===== config.mk =====
export PLATFORM = sky130hd
export DESIGN_NAME = ram_port_arbiter
export DESIGN_NICKNAME = d
export VERILOG_FILES = /design/src/rtl/ram_port_arbiter.sv
export SDC_FILE = /design/constraint.sdc
export NUM_CORES = 1
export LEC_CHECK = 0
export CORE_MARGIN = 2
export CORE_UTILIZATION = 45
export CTS_BUF_LIST = sky130_fd_sc_hd__clkbuf_2 sky130_fd_sc_hd__clkbuf_4 sky130_fd_sc_hd__clkbuf_8
export DETAILED_ROUTE_END_ITERATION = 10
export PLACE_DENSITY = 0.87
export SLEW_MARGIN = 20
export SYNTH_ARGS = -nofsm -noshare
export SYNTH_HDL_FRONTEND = slang
export SYNTH_SLANG_ARGS = --single-unit

===== constraint.sdc =====
create_clock -name clk -period 2.5 [get_ports clk]
set_input_delay 0.5 -clock clk [delete_from_list [all_inputs] [get_ports clk]]
set_output_delay 0.5 -clock clk [all_outputs]
set_load 0.05 [all_outputs]

===== src/rtl/ram_port_arbiter.sv =====
// Two-port round-robin arbiter in front of a single-ported RAM; one access in flight, IDLE->ACCESS->RESP.
// Define ARB_FIXED_PRIO_EN to make port 0 win every contention instead of alternating.
module ram_port_arbiter #(
    parameter int datalines = 16,
    parameter int adlines   = 8
) (
    input  logic                 clk,
    input  logic                 reset,
    input  logic                 req0,
    input  logic                 rd0,
    input  logic                 wr0,
    input  logic [adlines-1:0]   addr0,
    input  logic [datalines-1:0] wdata0,
    output logic                 ack0,
    output logic [datalines-1:0] rdata0,
    input  logic                 req1,
    input  logic                 rd1,
    input  logic                 wr1,
    input  logic [adlines-1:0]   addr1,
    input  logic [datalines-1:0] wdata1,
    output logic                 ack1,
    output logic [datalines-1:0] rdata1,
    output logic                 gnt,
    output logic                 busy,
    output logic [adlines-1:0]   addressbus,
    output logic                 read,
    output logic                 write,
    output logic [datalines-1:0] toram,
    input  logic [datalines-1:0] fromram
);

    typedef enum logic [1:0] {IDLE, ACCESS, RESP} state_t;

    state_t                 state, state_nxt;
    logic                   last_gnt, last_gnt_nxt;
    logic                   cmd_rd, cmd_rd_nxt;
    logic                   gnt_nxt, busy_nxt, read_nxt, write_nxt;
    logic                   ack0_nxt, ack1_nxt;
    logic [adlines-1:0]     addr_nxt;
    logic [datalines-1:0]   toram_nxt, rdata0_nxt, rdata1_nxt;
    logic                   cand0, cand1, pick, sel_rd, sel_wr;

    // A port still showing its ack is not a candidate, so it cannot be regranted in its own ack cycle.
    assign cand0 = req0 & ~ack0;
    assign cand1 = req1 & ~ack1;

`ifdef ARB_FIXED_PRIO_EN
    assign pick = ~cand0;
`else
    assign pick = (cand0 & cand1) ? ~last_gnt : cand1;
`endif

    assign sel_rd = pick ? rd1 : rd0;
    assign sel_wr = pick ? wr1 : wr0;

    always_comb begin
        state_nxt    = state;
        last_gnt_nxt = last_gnt;
        cmd_rd_nxt   = cmd_rd;
        gnt_nxt      = gnt;
        busy_nxt     = busy;
        read_nxt     = 1'b0;
        write_nxt    = 1'b0;
        ack0_nxt     = 1'b0;
        ack1_nxt     = 1'b0;
        addr_nxt     = addressbus;
        toram_nxt    = toram;
        rdata0_nxt   = rdata0;
        rdata1_nxt   = rdata1;
        case (state)
            IDLE: begin
                if (cand0 | cand1) begin
                    gnt_nxt      = pick;
                    last_gnt_nxt = pick;
                    busy_nxt     = 1'b1;
                    addr_nxt     = pick ? addr1 : addr0;
                    toram_nxt    = pick ? wdata1 : wdata0;
                    // Write takes precedence when both command bits are set.
                    write_nxt    = sel_wr;
                    read_nxt     = sel_rd & ~sel_wr;
                    cmd_rd_nxt   = sel_rd & ~sel_wr;
                    state_nxt    = ACCESS;
                end
            end
            ACCESS: begin
                state_nxt = RESP;
            end
            RESP: begin
                if (cmd_rd) begin
                    if (gnt) rdata1_nxt = fromram;
                    else     rdata0_nxt = fromram;
                end
                ack0_nxt  = ~gnt;
                ack1_nxt  = gnt;
                busy_nxt  = 1'b0;
                state_nxt = IDLE;
            end
            default: begin
                state_nxt = IDLE;
                busy_nxt  = 1'b0;
            end
        endcase
    end

    always_ff @(posedge clk) begin
        if (reset) begin
            state      <= IDLE;
            last_gnt   <= 1'b1;
            cmd_rd     <= 1'b0;
            gnt        <= 1'b0;
            busy       <= 1'b0;
            read       <= 1'b0;
            write      <= 1'b0;
            ack0       <= 1'b0;
            ack1       <= 1'b0;
            addressbus <= '0;
            toram      <= '0;
            rdata0     <= '0;
            rdata1     <= '0;
        end else begin
            state      <= state_nxt;
            last_gnt   <= last_gnt_nxt;
            cmd_rd     <= cmd_rd_nxt;
            gnt        <= gnt_nxt;
            busy       <= busy_nxt;
            read       <= read_nxt;
            write      <= write_nxt;
            ack0       <= ack0_nxt;
            ack1       <= ack1_nxt;
            addressbus <= addr_nxt;
            toram      <= toram_nxt;
            rdata0     <= rdata0_nxt;
            rdata1     <= rdata1_nxt;
        end
    end

endmodule


==> key figures <==
Place
  • Placed Cells incl. Taps: ~510
  • Pre-CTS setup slack: a little under 0.3 ns
  • Routability congestion estimate: between 0.8 and 0.9
  • Half-perimeter wire length after placement: between 5000 and 6000 um
  • I/O Buffers: 133

Timing
  • Fin Clk Skew: about 0.0034 ns
  • Slew @ Worst Pin: between 0.7 and 0.8 ns
  • Fin. Hold Viols: 0
  • Setup-failing EPs final: 0
  • Fin crit period: roughly 2.2 ns
  • RSZ-0062 raised after global routing: false
  • Sum Neg Setup Slack: 0 ns
  • Tcrit/Tclk final: 87.3%
  • Fmax: between 400 and 500 MHz
  • Worst slew margin: about 48%
  • Worst setup margin: around 0.32 ns
  • Slew Viols, Final: 0

Clocking
  • Hold buffer count at CTS: 0
  • H-tree depth: 3
  • CTS tree: yes
  • Clk sinks: 66
  • CTS Buf Count: 9
  • Clk buf depth: 2
  • PostCTS Resize Cnt: 0
  • Root buffer cell: clkbuf_8
  • Setup bufs post-CTS: 0
  • Worst skew pair latency: ~0.33 ns
  • Clock slew at reported path FFs: about 0.07 ns

Layout
  • Diode count: 0
  • Most frequent cells in the layout: clkdlybuf4s50_1 (132), nand2_1 (81), dfxtp_1 (66), a21oi_1 (31), a21oi_2 (29)
  • Most common cell after layout, fill and taps aside: clkdlybuf4s50_1
  • Non-Filler Instances: roughly 520
  • Nets: 514
  • Area grow syn2layout: 55.7%
  • Final core utilization: around 73%
  • Share of cells above drive strength 1: approximately a fifth

Worst setup path
  • R2R Path End: toram[11]$_SDFFE_PP0P_
  • Critical setup path kind: reg -> out
  • Critical Path Fanout Max: 6
  • Start of the worst register-to-register path: ack1$_SDFF_PP0_
  • Stages on worst setup path: 1
  • Worst path required time: ~2 ns
  • Startpoint class of the critical path: flip-flop
  • Worst Path Arrival: approximately 1.7 ns
  • Critical path launch point: gnt$_SDFFE_PP0P_
  • Worst R2R Path Depth: 5
  • Worst path max stage delay: slightly below 0.9 ns
  • Reg2reg setup slack: approximately 0.91 ns
  • CP bufs+invs: 1
  • Crit path capture type: output pin
  • CP Capture Point: gnt
  • Slowest CP cell: clkdlybuf4s50_1
  • Largest delay contributor family on the critical path: buffers and inverters
  • Critical-path cell list: clkdlybuf4s50_1

Power and ir drop
  • Overall power: 2.89 mW
  • Leak pwr: 1.57 nW
  • PD cells: 657 mW/mm^2
  • Peak supply drop: 0.366 mV

Run
  • Max cap viols: 0

Logic synthesis
  • Yosys warning total: 0
  • Synthesized flop and latch total: 66
  • Netlist Area Pre-Place: around 0.0028 sq mm
  • Synth cell types: 30
  • Net count after synthesis: 388
  • Synth Instances: about 320
  • Post-synthesis sequential area ratio: between 40% and 50%
  • Syn_area_per_cell: 8.94 sq um

GRT
  • Global-route wire length before repair: approximately 13000 um
  • Initial antenna violation count: 0
  • Pin count of the biggest net entering global routing: 34
  • GR Overflow Total: 0
  • Global Route Usage Sum: between 20% and 30%
  • Vias in the first global route: 2767

Route
  • Final ANT Viol Nets: 0
  • Routed wire length: between 7000 and 8000 um
  • Via count: roughly 2700
  • First-pass DRT Iterations: 4
  • 1st-iter DRT viols: 119
  • Post-DR wirelength/cell: ~15 um
  • Vias per std cell: slightly above 5
  • Remaining DRCs: 0

Worst hold path
  • Hold Crit Class: reg -> reg

Die
  • Die Ht: roughly 83 um
  • # IOs: 134
  • Starting density of the core: between 40% and 50%
  • Core ar.: ~0.006 sq mm
  • Die Span X: ~83 um
  • Die area: between 0.006 and 0.007 sq mm
  • Site Rows: 28

Status
  • Status: complete, no violations
[cells by family after synthesis]
logic type / count (synthesis) / share of synthesized area, %
simple gates: 135 / 21.7
compound gates: 88 / 25.2
flops: 66 / 46.8
buf+inv: 26 / 6.03
mux: 1 / 0.354
[cells in the mapped netlist]
cell	instances	area, sq um
mux2i_1	1	10.0
nor3b_1	1	7.51
dfxtp_1	66	1320
and2_1	1	6.26
o21ai_1	1	5.00
nor4b_1	1	8.76
nor2_4	2	22.5
nand2b_1	3	18.8
a31oi_1	1	6.26
or2_1	1	6.26
o21a_1	1	7.51
nor4bb_1	1	10.0
a21oi_1	31	155
nor3_1	2	10.0
nand3b_4	1	20.0
nor2_1	27	101
a21oi_2	29	254
clkbuf_1	7	26.3
buf_12	1	20.0
buf_6	3	33.8
nand3b_1	1	7.51
nand2_2	11	68.8
nor2b_1	1	6.26
a211oi_1	6	45.0
nor2b_4	1	13.8
nand2_1	81	304
inv_1	2	7.51
buf_4	7	52.6
a211oi_2	19	238
buf_2	6	30.0
[layout make-up]
class | instances | area (sq um)
fill | 448 | 1590
timing repair buffer | 139 | 1410
multi-input combinational | 224 | 1340
sequential | 66 | 1320
clock buffer | 11 | 145
tap | 75 | 93.8
clock inverter | 5 | 77.6
inverter | 2 | 7.51
[registers in the layout (all words and copies together) (netlist names)]
| name | count |
|---|---|
| ack1 | 1 |
| state | 2 |
| read | 1 |
| write | 1 |
| toram | 16 |
| rdata0 | 16 |
| rdata1 | 16 |
| ack0 | 1 |
| cmd_rd | 1 |
| last_gnt | 1 |
| gnt | 1 |
| addressbus | 8 |
| busy | 1 |
[metrics by stage]
| step | hold slack [ns] | instance area, sq um |
|---|---|---|
| 3_3_place_gp | 0.441 | 4180 |
| 4_1_cts | 0.455 | 4400 |
| 3_5_place_dp | 0.447 | 4180 |
| 5_1_grt | 0.482 | 4400 |
| 6_report | 0.455 | 4400 |
| 2_1_floorplan | 0.437 | 2820 |
[power breakdown]
part | internal, mW | switching [mW] | leakage (nW)
Clock | 0.597 | 0.401 | 0.113
Sequential | 1.12 | 0.0373 | 0.539
Combinational | 0.305 | 0.434 | 0.914
Total | 2.02 | 0.872 | 1.57
[per-layer routing]
layer  global-route usage, %  vias up  share of wire (%)
met3                    9.15       21                9.9
met5                       0        -                  0
met2                    35.5      126                 43
met1                    28.2     1223                 44
met4                    8.94        0                2.6
li1                        -     1309                  -
[worst min-delay path by stage]
stage | cells after the start | to | slack, ns | startpoint
6_report | 2 | rdata0[7]$_SDFFE_PP0P_ | 0.46 | rdata0[7]$_SDFFE_PP0P_
3_3_place_gp | 2 | rdata1[1]$_SDFFE_PP0P_ | 0.44 | rdata1[1]$_SDFFE_PP0P_
3_5_place_dp | 2 | rdata1[1]$_SDFFE_PP0P_ | 0.45 | rdata1[1]$_SDFFE_PP0P_
4_1_cts | 2 | rdata1[1]$_SDFFE_PP0P_ | 0.46 | rdata1[1]$_SDFFE_PP0P_
5_1_grt | 2 | rdata0[4]$_SDFFE_PP0P_ | 0.48 | rdata0[4]$_SDFFE_PP0P_
2_1_floorplan | 2 | last_gnt$_SDFFE_PP1P_ | 0.44 | last_gnt$_SDFFE_PP1P_
Note: power is estimated with default switching activity, not from simulation.
